$ cat config.mk
export PLATFORM = sky130hd
export DESIGN_NAME = stream_demux
export DESIGN_NICKNAME = d
export VERILOG_FILES = /design/src/rtl/stream_demux_pkg.sv /design/src/rtl/onehot_decoder.sv /design/src/rtl/stream_demux.sv
export SDC_FILE = /design/constraint.sdc
export NUM_CORES = 1
export LEC_CHECK = 0
export BUFFER_PORTS_ARGS = -buffer_cell sky130_fd_sc_hd__buf_2
export CORE_MARGIN = 4
export CORE_UTILIZATION = 44
export DETAILED_ROUTE_END_ITERATION = 16
export GPL_TIMING_DRIVEN = 0
export PLACE_DENSITY = 0.94
export SKIP_LAST_GASP = 1
export SLEW_MARGIN = 20
export SYNTH_ARGS = -nofsm -noshare
export SYNTH_HDL_FRONTEND = slang
export SYNTH_SLANG_ARGS = --single-unit
$ cat constraint.sdc
create_clock -name clk_i -period 3.5 [get_ports clk_i]
set_clock_uncertainty 0.2 [all_clocks]
set_input_delay 0.525 -clock clk_i [delete_from_list [all_inputs] [get_ports clk_i]]
set_output_delay 0.525 -clock clk_i [all_outputs]
set_load 0.005 [all_outputs]
$ cat src/rtl/stream_demux_pkg.sv
// Shared types for the stream demultiplexer: holding-stage state and drop counter width.
package stream_demux_pkg;

  typedef enum logic [1:0] {
    EMPTY,
    UNI,
    BCAST
  } state_t;

  localparam int DROP_CNT_WIDTH = 8;

endpackage

$ cat src/rtl/onehot_decoder.sv
// Binary select to one-hot decoder with an in-range flag for non power-of-two channel counts.
module onehot_decoder #(
  parameter int NUM_CH    = 4,
  parameter int SEL_WIDTH = $clog2(NUM_CH)
) (
  input  logic [SEL_WIDTH-1:0] sel,
  output logic [NUM_CH-1:0]    onehot,
  output logic                 in_range
);

  always_comb begin
    onehot = '0;
    for (int k = 0; k < NUM_CH; k++) begin
      if (sel == SEL_WIDTH'(k)) onehot[k] = 1'b1;
    end
  end

  // Extra bit so NUM_CH itself is representable when it is a power of two.
  assign in_range = ({1'b0, sel} < (SEL_WIDTH + 1)'(NUM_CH));

endmodule

$ cat src/rtl/stream_demux.sv
// Registered 1-to-NUM_CH stream demux with unicast/broadcast and a one-entry holding stage.
module stream_demux
  import stream_demux_pkg::*;
#(
  parameter  int DATA_WIDTH = 32,
  parameter  int NUM_CH     = 4,
  localparam int SEL_WIDTH  = $clog2(NUM_CH)
) (
  input  logic                               clk_i,
  input  logic                               reset_i,
  input  logic                               valid_i,
  output logic                               ready_o,
  input  logic [SEL_WIDTH-1:0]               select_i,
  input  logic                               bcast_i,
  input  logic [DATA_WIDTH-1:0]              data_i,
  output logic [NUM_CH-1:0]                  valid_o,
  input  logic [NUM_CH-1:0]                  ready_i,
  output logic [NUM_CH-1:0][DATA_WIDTH-1:0]  data_o,
  output logic                               err_o,
  output logic [DROP_CNT_WIDTH-1:0]          drop_count_o
);

  state_t                  state, state_nxt;
  logic [NUM_CH-1:0]       pending, pending_nxt;
  logic [DATA_WIDTH-1:0]   hold_data;
  logic [NUM_CH-1:0]       sel_onehot;
  logic                    sel_in_range;
  logic                    done;
  logic                    accept;
  logic                    load;
  logic                    err_nxt;

  onehot_decoder #(
    .NUM_CH    (NUM_CH),
    .SEL_WIDTH (SEL_WIDTH)
  ) u_decoder (
    .sel      (select_i),
    .onehot   (sel_onehot),
    .in_range (sel_in_range)
  );

  // The stage frees up in the same cycle its last addressed consumer takes the word.
  assign done    = ~|(pending & ~ready_i);
  assign ready_o = (state == EMPTY) || done;
  assign accept  = valid_i && ready_o;
  assign valid_o = pending;

  always_comb begin
    state_nxt   = state;
    pending_nxt = pending & ~ready_i;
    err_nxt     = 1'b0;
    load        = 1'b0;
    if (state != EMPTY && done) state_nxt = EMPTY;
    if (accept) begin
      if (bcast_i) begin
        state_nxt   = BCAST;
        pending_nxt = '1;
        load        = 1'b1;
      end else if (sel_in_range) begin
        state_nxt   = UNI;
        pending_nxt = sel_onehot;
        load        = 1'b1;
      end else begin
        state_nxt   = EMPTY;
        err_nxt     = 1'b1;
      end
    end
  end

  always_ff @(posedge clk_i) begin
    if (reset_i) begin
      state        <= EMPTY;
      pending      <= '0;
      hold_data    <= '0;
      err_o        <= 1'b0;
      drop_count_o <= '0;
    end else begin
      state   <= state_nxt;
      pending <= pending_nxt;
      err_o   <= err_nxt;
      if (load) hold_data <= data_i;
      if (err_nxt && drop_count_o != '1) drop_count_o <= drop_count_o + 1'b1;
    end
  end

  // Channels not addressed by the held word read zero.
  always_comb begin
    for (int k = 0; k < NUM_CH; k++) begin
      data_o[k] = pending[k] ? hold_data : '0;
    end
  end

endmodule

==> impl_metrics.csv <==
group,metric,value,unit
synthesis,synthCells,338,
clock_network,insertion_delay,0.29,ns
worst_hold_path,hp-start,"data_i[6]",
final_layout,antenna_cells,0,
final_layout,syn2layout_area_growth,44.69,%
setup_path,end_kind,"output pin",
clock_network,clock-root-buffer,"clkbuf_8",
setup_path,path_buf_inv,3,
clock_network,clock_path_buffers,2,
synthesis,synth.distinct_cells,27,
floorplan,die_w,82.96,um
clock_network,numCtsBuffers,5,
clock_network,cts_tree,"built",
clock_network,htreeDepth,2,
setup_path,reg2reg_from,"valid_o[2]$_SDFF_PP0_",
setup_path,cpPeakStageDelay,0.51,ns
global_route,grt_use_total,23.32,%
clock_network,ctsHoldBuffers,0,
global_route,overflow,0,
detailed_routing,post_drt_wl_per_cell,13.75,um
final_layout,fin_area,3577,um2
synthesis,synth.yosys.seq_area_share,30.77,%
detailed_routing,dr.first_iter.drc_count,129,
floorplan,core_area,5473,um2
global_route,grt_pass1_wl,13.59,mm
power_and_ir_drop,powerDensity,318.1,nW/um2
setup_path,path_max_fanout,10,
detailed_routing,vias,3022,
place,place_hpwl,6.447,mm
setup_path,crit_path_top_delay_cell,"dfxtp_1",
timing,rsz0062_at_grt,"false",
floorplan,start_util,45.18,%
clock_network,cts_sinks,38,
detailed_routing,dr.pass1.iters,4,
timing,setup_viol,0,
place,portBuffers,174,
power_and_ir_drop,p_leak,1.952,nW
global_route,grt_start_max_net_pins,14,
final_layout,final_layout_size_suffix_gt1_share,38.45,%
setup_path,r2r_cells,5,
job,max_cap_violations,0,
final_layout,final_util,65.36,%
synthesis,avgSynthCellArea,7.315,um2
clock_network,clkTransAtPathRegs,0.09,ns
final_layout,finalNonFillerCells,600,
setup_path,start_kind,"register",
setup_path,worstSetupPathType,"reg -> out",
synthesis,synth-warning-count,0,
final_layout,fin_nets,569,
power_and_ir_drop,peakVddDrop,240.8,uV
global_route,antenna_found_initial,0,
global_route,grt_pass1_vias,2928,
worst_hold_path,min_to,"hold_data[6]$_SDFFE_PP0P_",
worst_hold_path,hold_class,"in -> reg",
timing,hold_violations,0,
synthesis,synth-seq-cells,38,
setup_path,ff2ff_setup_slack,1.63,ns
place,gp_congestion,0.8935,
timing,slew_violations,0,
setup_path,timing.rr.end,"hold_data[30]$_SDFFE_PP0P_",
final_layout,fillers,500,
timing,max_freq,401.5,MHz
place,place_area,3463,um2
worst_hold_path,hold_depth,3,
clock_network,cts_resized,0,
detailed_routing,via_per_inst,5.037,
clock_network,post-cts-setup-buffer-count,0,
floorplan,die_h,82.96,um
floorplan,boundaryPins,184,
setup_path,crit_family,"flip-flops",
timing,layout_min_cycle_time,2.491,ns
setup_path,cp.required,2.77,ns
detailed_routing,drcViolationCount,0,
setup_path,crit_top_cell,"buf_2",
setup_path,crit_chain,"nand2b_2, a41oi_4, inv_2, buf_2, buf_2",
detailed_routing,drt-total-wl,8.252,mm
floorplan,rows,27,
status,run_status,"finished, final reports clean",
timing,period_share,71.17,%
timing,final.setup.tns,0,ns
setup_path,cp.arrival,1.77,ns
place,placed_cells,592,
detailed_routing,detail-route-antenna-nets,0,
floorplan,die-area,6882,um2
final_layout,layout_common_cells,"buf_2 (180), and2_1 (128), dfxtp_1 (38)",
final_layout,final_common_cell,"buf_2",
synthesis,netlist_area,2472,um2
[worst max path at each step]
stage | slack (ns) | cells after the start | endpoint | from
floorplan | 1.52 | 4 | ready_o | ready_i[2]
global placement | 1.13 | 6 | ready_o | ready_i[2]
detailed placement | 1.13 | 6 | ready_o | ready_i[2]
CTS | 1.01 | 5 | ready_o | valid_o[2]$_SDFF_PP0_
global route | 0.92 | 5 | ready_o | valid_o[1]$_SDFF_PP0_
finish | 1.01 | 5 | ready_o | valid_o[2]$_SDFF_PP0_
[cell type report]
| type | count | area (um2) | area share (%) |
|---|---|---|---|
| buffer | 38 | 185.2 | 5.177 |
| clock buffer | 5 | 68.82 | 1.924 |
| clock inverter | 3 | 45.04 | 1.259 |
| inverter | 3 | 11.26 | 0.3148 |
| multi-input combinational | 267 | 1545 | 43.20 |
| sequential | 38 | 760.7 | 21.27 |
| tap | 72 | 90.09 | 2.518 |
| timing repair buffer | 174 | 870.8 | 24.34 |
[worst register-to-register path: stages, from the launching register on]
cell and delay, ns:
dfxtp_1 0.51, nand2b_2 0.15, a41oi_4 0.36, buf_2 0.29, o21ai_0 0.11, a21oi_1 0.19
[stage by stage]
step / setup WS [ns] / hold slack [ns] / total power, mW
after floorplan: 1.523 / 0.2549 / 0.6499
after global routing: 0.9247 / 0.2778 / 1.204
after global placement: 1.129 / 0.2633 / 0.7600
after CTS: 1.014 / 0.2673 / 1.143
after detailed placement: 1.132 / 0.2784 / 0.7722
final: 1.009 / 0.2704 / 1.138
[power by group]
| part | internal, mW | leakage, nW | switching, mW |
|---|---|---|---|
| clock | 0.212 | 0.0504 | 0.164 |
| sequential | 0.463 | 0.313 | 0.0341 |
| combinational | 0.118 | 1.59 | 0.147 |
| total | 0.793 | 1.95 | 0.345 |
[registers in the layout, summed over array words and instances, names as in the netlist]
| register | cells |
|---|---|
| valid_o | 4 |
| hold_data | 32 |
| state | 2 |
[metal layers]
metal  part of all wire (%)  global-route usage [%]  vias to the layer above
li1                       -                       -                     1483
met1                     39                   25.55                     1375
met2                     51                   42.86                      141
met3                    7.9                   6.647                       23
met4                    2.0                   7.578                        0
met5                      0                       0                        -
[cell families after synthesis]
| kind of cell | count (synthesis) | share of synthesized area (%) |
|---|---|---|
| flops | 38 | 30.77 |
| buf+inv | 41 | 7.945 |
| compound gates | 75 | 16.90 |
| other cells | 1 | 0.1517 |
| simple gates | 183 | 44.23 |
[cell usage after synthesis]
cell type / n / area (um2)
and3_1: 1 / 6.260
o21ai_0: 23 / 115.1
a221oi_1: 4 / 35.03
clkbuf_2: 1 / 5.000
nand2b_1: 4 / 25.02
nor2_1: 2 / 7.510
a32o_1: 1 / 10.01
a41oi_4: 1 / 27.53
clkbuf_1: 20 / 75.07
buf_1: 2 / 7.510
nand2b_2: 2 / 17.52
buf_4: 9 / 67.56
and2_1: 128 / 800.8
inv_1: 2 / 7.510
buf_2: 6 / 30.03
nand3_1: 34 / 170.2
conb_1: 1 / 3.750
inv_2: 1 / 3.750
a21oi_1: 35 / 175.2
or3_1: 1 / 6.260
nand2_1: 2 / 7.510
nor2b_1: 4 / 25.02
nor3_1: 3 / 15.01
nand4_1: 1 / 6.260
dfxtp_1: 38 / 760.7
or2_2: 1 / 6.260
o21ai_1: 11 / 55.05
Power figures use the tool's default switching activity.
